File: src/rtl/mul_div.sv
// Iterative RV32M multiply/divide unit: shift-add multiply and restoring divide,
// one bit per cycle, 33-cycle latency, one-cycle done pulse with the 64-bit result.
//   state   | meaning
//   IDLE    | waiting for start_i; latches operand magnitudes and signs
//   CALC    | 32 iterations of shift-add or restoring-divide
//   DONE    | done_o high for one cycle with result_o valid
module mul_div (
  input  logic        clk,
  input  logic        rst,
  input  logic        start_i,
  input  logic        cancel_i,
  input  logic        mul_or_div_i,
  input  logic [31:0] dividend_i,
  input  logic [31:0] divisor_i,
  input  logic        reg1_sign_i,
  input  logic        reg2_sign_i,
  output logic [63:0] result_o,
  output logic        done_o
);

  localparam logic [1:0] ST_IDLE = 2'd0;
  localparam logic [1:0] ST_CALC = 2'd1;
  localparam logic [1:0] ST_DONE = 2'd2;

  logic [1:0]  state;
  logic [4:0]  counter;
  logic        is_div;
  logic        neg_a;
  logic        neg_b;
  logic [63:0] acc;
  logic [63:0] mcand;
  logic [31:0] mplier;
  logic [31:0] rem;
  logic [31:0] dq;

  logic        in_neg_a;
  logic        in_neg_b;
  logic [31:0] mag_a;
  logic [31:0] mag_b;
  logic [63:0] acc_next;
  logic [32:0] rem_shift;
  logic [32:0] rem_diff;
  logic        q_bit;
  logic [31:0] rem_next;
  logic [31:0] dq_next;
  logic [63:0] prod_final;
  logic [31:0] quot_final;
  logic [31:0] rem_final;

  assign in_neg_a = reg1_sign_i & dividend_i[31];
  assign in_neg_b = reg2_sign_i & divisor_i[31];
  assign mag_a    = in_neg_a ? (~dividend_i + 32'd1) : dividend_i;
  assign mag_b    = in_neg_b ? (~divisor_i + 32'd1) : divisor_i;

  assign acc_next = acc + (mplier[0] ? mcand : 64'd0);

  // dq holds the not-yet-consumed dividend bits on the left and the quotient
  // bits collected so far on the right.
  assign rem_shift = {rem, dq[31]};
  assign rem_diff  = rem_shift - {1'b0, mplier};
  assign q_bit     = ~rem_diff[32];
  assign rem_next  = q_bit ? rem_diff[31:0] : rem_shift[31:0];
  assign dq_next   = {dq[30:0], q_bit};

  assign prod_final = (neg_a ^ neg_b) ? (~acc_next + 64'd1) : acc_next;
  assign quot_final = (neg_a ^ neg_b) ? (~dq_next + 32'd1) : dq_next;
  assign rem_final  = neg_a ? (~rem_next + 32'd1) : rem_next;

  assign done_o = (state == ST_DONE);

  always_ff @(posedge clk) begin
    if (rst) begin
      state    <= ST_IDLE;
      counter  <= 5'd0;
      is_div   <= 1'b0;
      neg_a    <= 1'b0;
      neg_b    <= 1'b0;
      acc      <= 64'd0;
      mcand    <= 64'd0;
      mplier   <= 32'd0;
      rem      <= 32'd0;
      dq       <= 32'd0;
      result_o <= 64'd0;
    end else if (cancel_i) begin
      state   <= ST_IDLE;
      counter <= 5'd0;
    end else begin
      case (state)
        ST_IDLE: begin
          if (start_i) begin
            is_div  <= mul_or_div_i;
            neg_a   <= in_neg_a;
            neg_b   <= in_neg_b;
            counter <= 5'd0;
            acc     <= 64'd0;
            mcand   <= {32'd0, mag_a};
            mplier  <= mag_b;
            rem     <= 32'd0;
            dq      <= mag_a;
            // Divide by zero bypasses the iteration with the raw dividend as remainder.
            if (mul_or_div_i && (divisor_i == 32'd0)) begin
              result_o <= {32'hFFFF_FFFF, dividend_i};
              state    <= ST_DONE;
            end else begin
              state <= ST_CALC;
            end
          end
        end
        ST_CALC: begin
          counter <= counter + 5'd1;
          if (is_div) begin
            rem <= rem_next;
            dq  <= dq_next;
          end else begin
            acc    <= acc_next;
            mcand  <= {mcand[62:0], 1'b0};
            mplier <= {1'b0, mplier[31:1]};
          end
          if (counter == 5'd31) begin
            result_o <= is_div ? {quot_final, rem_final} : prod_final;
            counter  <= 5'd0;
            state    <= ST_DONE;
          end
        end
        ST_DONE: state <= ST_IDLE;
        default: state <= ST_IDLE;
      endcase
    end
  end

endmodule

File: config.mk
export PLATFORM = sky130hd
export DESIGN_NAME = mul_div
export DESIGN_NICKNAME = d
export VERILOG_FILES = /design/src/rtl/mul_div.sv
export SDC_FILE = /design/constraint.sdc
export NUM_CORES = 1
export LEC_CHECK = 0
export CORE_UTILIZATION = 40
export CTS_BUF_LIST = sky130_fd_sc_hd__clkbuf_8 sky130_fd_sc_hd__clkbuf_16
export CTS_CLUSTER_DIAMETER = 50
export DETAILED_ROUTE_END_ITERATION = 6
export HOLD_SLACK_MARGIN = 0.15
export PLACE_DENSITY_LB_ADDON = 0.08
export SLEW_MARGIN = 30
export SYNTH_ARGS = -nofsm -noshare
export SYNTH_HDL_FRONTEND = slang
export SYNTH_SLANG_ARGS = --single-unit
File: constraint.sdc
create_clock -name clk -period 12.7 [get_ports clk]
set_clock_uncertainty 0.1 [all_clocks]
set_input_delay 3.175 -clock clk [delete_from_list [all_inputs] [get_ports clk]]
set_output_delay 3.175 -clock clk [all_outputs]
set_load 0.05 [all_outputs]
==> flow_metrics.py <==
metrics = {
    "sta": {
        "finalSetupViolCount": 0,
        "worst_slew_margin_rel_pct": 30.9,
        "holdWs_ns": 0.363,
        "fin_crit_ns": 7.26,
        "report.final.slew_viol_count": 0,
        "rsz0062_at_grt": "no",
        "totalNegativeSetupSlack_ns": 0,
        "layout_worst_path_cycle_share_pct": 57.2,
        "max_slew.worst_pin.slew_ns": 1.04,
        "final_hold_viol_count": 0,
        "fmax_mhz": 138,
        "final_worst_setup_slack_ns": 5.44,
    },
    "synthesis": {
        "mean_cell_area_of_the_mapped_netlist_um2": 7.20,
        "synth_warnings": 0,
        "postSynthRegisterBits": 298,
        "synth-seq-area-share_pct": 25.3,
        "syn_nets": 3447,
        "synthFlopType": "dfxtp_1",
        "synth-edff-count": 0,
        "syn-instance-count": 3272,
        "yosysUniqueCellTypes": 101,
        "syn-cell-area_um2": 23600,
        "synth-async-reset-ratio_pct": 0,
    },
    "power_and_ir_drop": {
        "net-switching-power_w": 0.00100,
        "comb_power_share_pct": 20.2,
        "pwr-share-clk_pct": 47.0,
        "total_power_of_the_final_layout_w": 0.00305,
        "sw_frac_of_total_pct": 32.8,
        "p_per_area_nw_per_um2": 112,
        "internal_power_w": 0.00205,
        "ir_drop_v": 0.000102,
        "sequential_fraction_of_design_power_pct": 32.8,
        "power.leakage_nw": 10.4,
    },
    "clock_tree": {
        "clkSinkCount": 298,
        "path_clk_slew_ns": 0.06,
        "tritoncts_clock_tree": "yes",
        "cts-root-to-sink-buffers": 3,
        "holdBufCountCts": 0,
        "root_buffer": "clkbuf_16",
        "number_of_buffers_created_by_cts": 52,
        "htree_num_levels": 2,
        "insertion_delay_of_the_later_clocked_pin_in_the_worst_skew_pair_ns": 0.61,
        "post_cts.resized_instances": 0,
        "post-cts-setup-buffer-count": 0,
    },
    "detailed_routing": {
        "drc": 2,
        "dr_total_vias": 25200,
        "detail_route.vias_per_cell": 6.15,
        "firstDrtPassIters": 7,
        "detailedRoute.firstIterationViolations": 2270,
        "wire_per_inst_um": 23.2,
        "postRouteWirelength_um": 95000,
        "postRouteAntennaNets": 0,
    },
    "setup_path": {
        "cells_traversed_along_the_worst_timing_path": "clkdlybuf4s50_1 -> or4_1 -> or3_1 -> nor3_1 -> nand2_1 -> nor3_1 -> and3b_1 -> a41oi_1 -> nor3_2 -> buf_4 -> nand2b_1 -> inv_2 -> o221a_2 -> a21boi_0 -> nor3_1",
        "slowest_cell_on_the_critical_path": "or4_1",
        "critical_path.startpoint_type": "primary input",
        "cp.arrival_ns": 7.70,
        "regToRegSetupSlack_ns": 6.26,
        "critPathRequiredTime_ns": 13.14,
        "reg2reg_to": "result_o[58]",
        "worst_setup_path_end_kind": "flip-flop",
        "timing_worst_setup_path_type": "in2reg",
        "cp_max_fo": 53,
        "regToRegStartpoint": "mplier[0]",
        "worst-r2r-cell-count": 15,
        "slowest_delay_ns": 0.59,
        "worst_path_most_repeated_cell": "nor3_1",
    },
    "layout": {
        "multiInputGateArea_um2": 16600,
        "fin_area_um2": 27200,
        "area_growth_pct": 15.5,
        "layout-drive-gt1-share_pct": 5.91,
        "final_nets": 3469,
        "fillCellCount": 5998,
        "regArea_um2": 5970,
    },
    "min_path": {
        "hold_start": "mcand[42]",
        "whs_path_depth": 2,
        "min-delay-path-class": "reg2reg",
        "hold_end": "mcand[42]",
    },
    "place": {
        "globalplace.congestion": 0.952,
        "port-buffer-count": 135,
        "post_dp_cell_area_um2": 25500,
        "pre_cts_ws_ns": 4.88,
        "place.detailed.hpwl_um": 71500,
    },
    "global_routing": {
        "antenna_found_initial": 1,
        "number_of_global_route_vias_before_repair": 23300,
        "grt_overflow_total": 0,
        "grt_first_pass_wirelength_um": 144000,
        "grt_start_max_net_pins": 161,
        "grtUsageTotal_pct": 30.9,
    },
    "flow_run": {
        "maxCapViolCount": 0,
    },
    "floorplan": {
        "dieHeight_um": 245,
        "floorplan.die_area_um2": 59900,
        "core.rowCount": 88,
        "floorplan.initialDensity_pct": 40.7,
        "ios": 136,
        "horiz_die_dim_um": 245,
        "placeableCoreArea_um2": 57900,
    },
    "status": {
        "outcome": "finished with violations",
        "violations": "design-rule violations",
    },
}
==> synthesized netlist by cell type (13+ instances only) <==
master	instances	area, µm²
and2_1	90	563
a211oi_1	85	638
xnor2_1	126	1100
a2111oi_0	18	158
nand4_1	39	244
nor2_1	467	1750
a211o_1	14	123
o41ai_1	17	149
or3_1	38	238
mux2i_1	27	270
a21o_1	43	323
inv_1	71	267
ha_1	102	1280
o21a_1	15	113
nor3_1	106	531
nor3b_1	13	97.6
o21bai_1	16	120
o21ai_1	13	65.1
a22oi_1	90	676
a21oi_1	361	1810
buf_2	14	70.1
a31oi_1	30	188
and3_1	31	194
o21ai_0	165	826
clkbuf_1	180	676
dfxtp_1	298	5970
xor2_1	92	806
nand3_1	69	345
nand2_1	305	1140
o31ai_1	30	225
o211ai_1	46	345
nand2b_1	17	106
nor4_1	27	169
==> layer usage <==
metal  global-route usage, %  vias up  part of all wire [%]
met1                    43.8    12100                    46
li1                        -    12000                     -
met5                       0        -                0.0084
met4                    8.64        2                   2.6
met2                    48.7      921                    45
met3                    3.94      130                   6.5
==> power by group through the flow <==
stage	logic [W]	registers (W)	clock network, W
after floorplan	0.000393	0.00102	0
after global placement	0.000597	0.00102	0
after detailed placement	0.000602	0.00102	0
after CTS	0.000605	0.000999	0.00145
after global routing	0.000663	0.00100	0.00149
final	0.000615	0.00100	0.00143
==> worst max-delay path: cells and delay by family <==
| kind | cells | cell delay [ns] |
|---|---|---|
| AO/OA/AOI/OAI | 3 | 0.56 |
| buffers and inverters | 3 | 1.25 |
| AND/OR/NAND/NOR | 9 | 2.68 |
==> sequential cells by signal, indices dropped and copies added, names as in the netlist <==
register and flops:
neg_b 1, is_div 1, mcand 64, rem 32, dq 32, state 2
result_o 64, counter 5, acc 64, neg_a 1, mplier 32
==> metrics by stage <==
stage	std cells	util (%)
global route	4096	47.0
finish	4097	47.0
detailed placement	4005	44.0
CTS	4096	47.0
global placement	4005	43.9
floorplan	3272	-
==> worst max-delay path by stage <==
stage,end,from,slack [ns],cells past startpoint
floorplan,result_o[0],divisor_i[13],6.17,12
global placement,result_o[30],divisor_i[13],5.02,15
detailed placement,result_o[30],divisor_i[13],4.88,15
CTS,result_o[30],divisor_i[13],5.50,15
global route,result_o[30],divisor_i[13],5.12,15
finish,result_o[30],divisor_i[13],5.44,15
==> cell usage in the layout, fill, tap and decap left out, types with 13 or more instances in the layout <==
master             n
xnor2_1          125
nand4_1           39
o41ai_1           17
nand2b_1          16
dfxtp_1          295
a21o_1            43
and3_1            31
a22oi_1           90
nor3_1           105
nor4_1            27
ha_1             102
o21ai_1           14
o31ai_1           30
o21ai_0          164
o211ai_1          46
xor2_1            91
buf_4             36
a31oi_1           30
nor3b_1           13
o21a_1            15
a2111oi_0         16
a211oi_1          85
clkbuf_16         53
inv_1             74
or3_1             38
nand3_1           69
a21oi_1          361
clkdlybuf4s50_1  134
mux2i_1           27
and2_1            90
nor2_1           463
o21bai_1          16
a211o_1           14
nand2_1          303
==> cells by family (layout without fill, tap and decap cells) <==
family	Yosys count	in the layout	synth area share, %
fa+ha+maj	104	104	5.59
simple gates	1277	1277	25.6
xor+xnor	218	218	8.11
compound gates	1060	1060	29.2
mux	36	36	1.58
buf+inv	279	338	4.55
other cells	0	1	0
flops	298	298	25.3
==> final cells by class <==
cell class / count / share of cell area (%)
multi-input combinational: 2695 / 61.0
sequential: 298 / 21.9
inverter: 74 / 1.03
tap: 765 / 3.52
clock buffer: 62 / 5.33
antenna: 1 / 0.00920
timing repair buffer: 173 / 6.09
clock inverter: 29 / 1.11
Note: power is estimated with default switching activity, not from simulation.
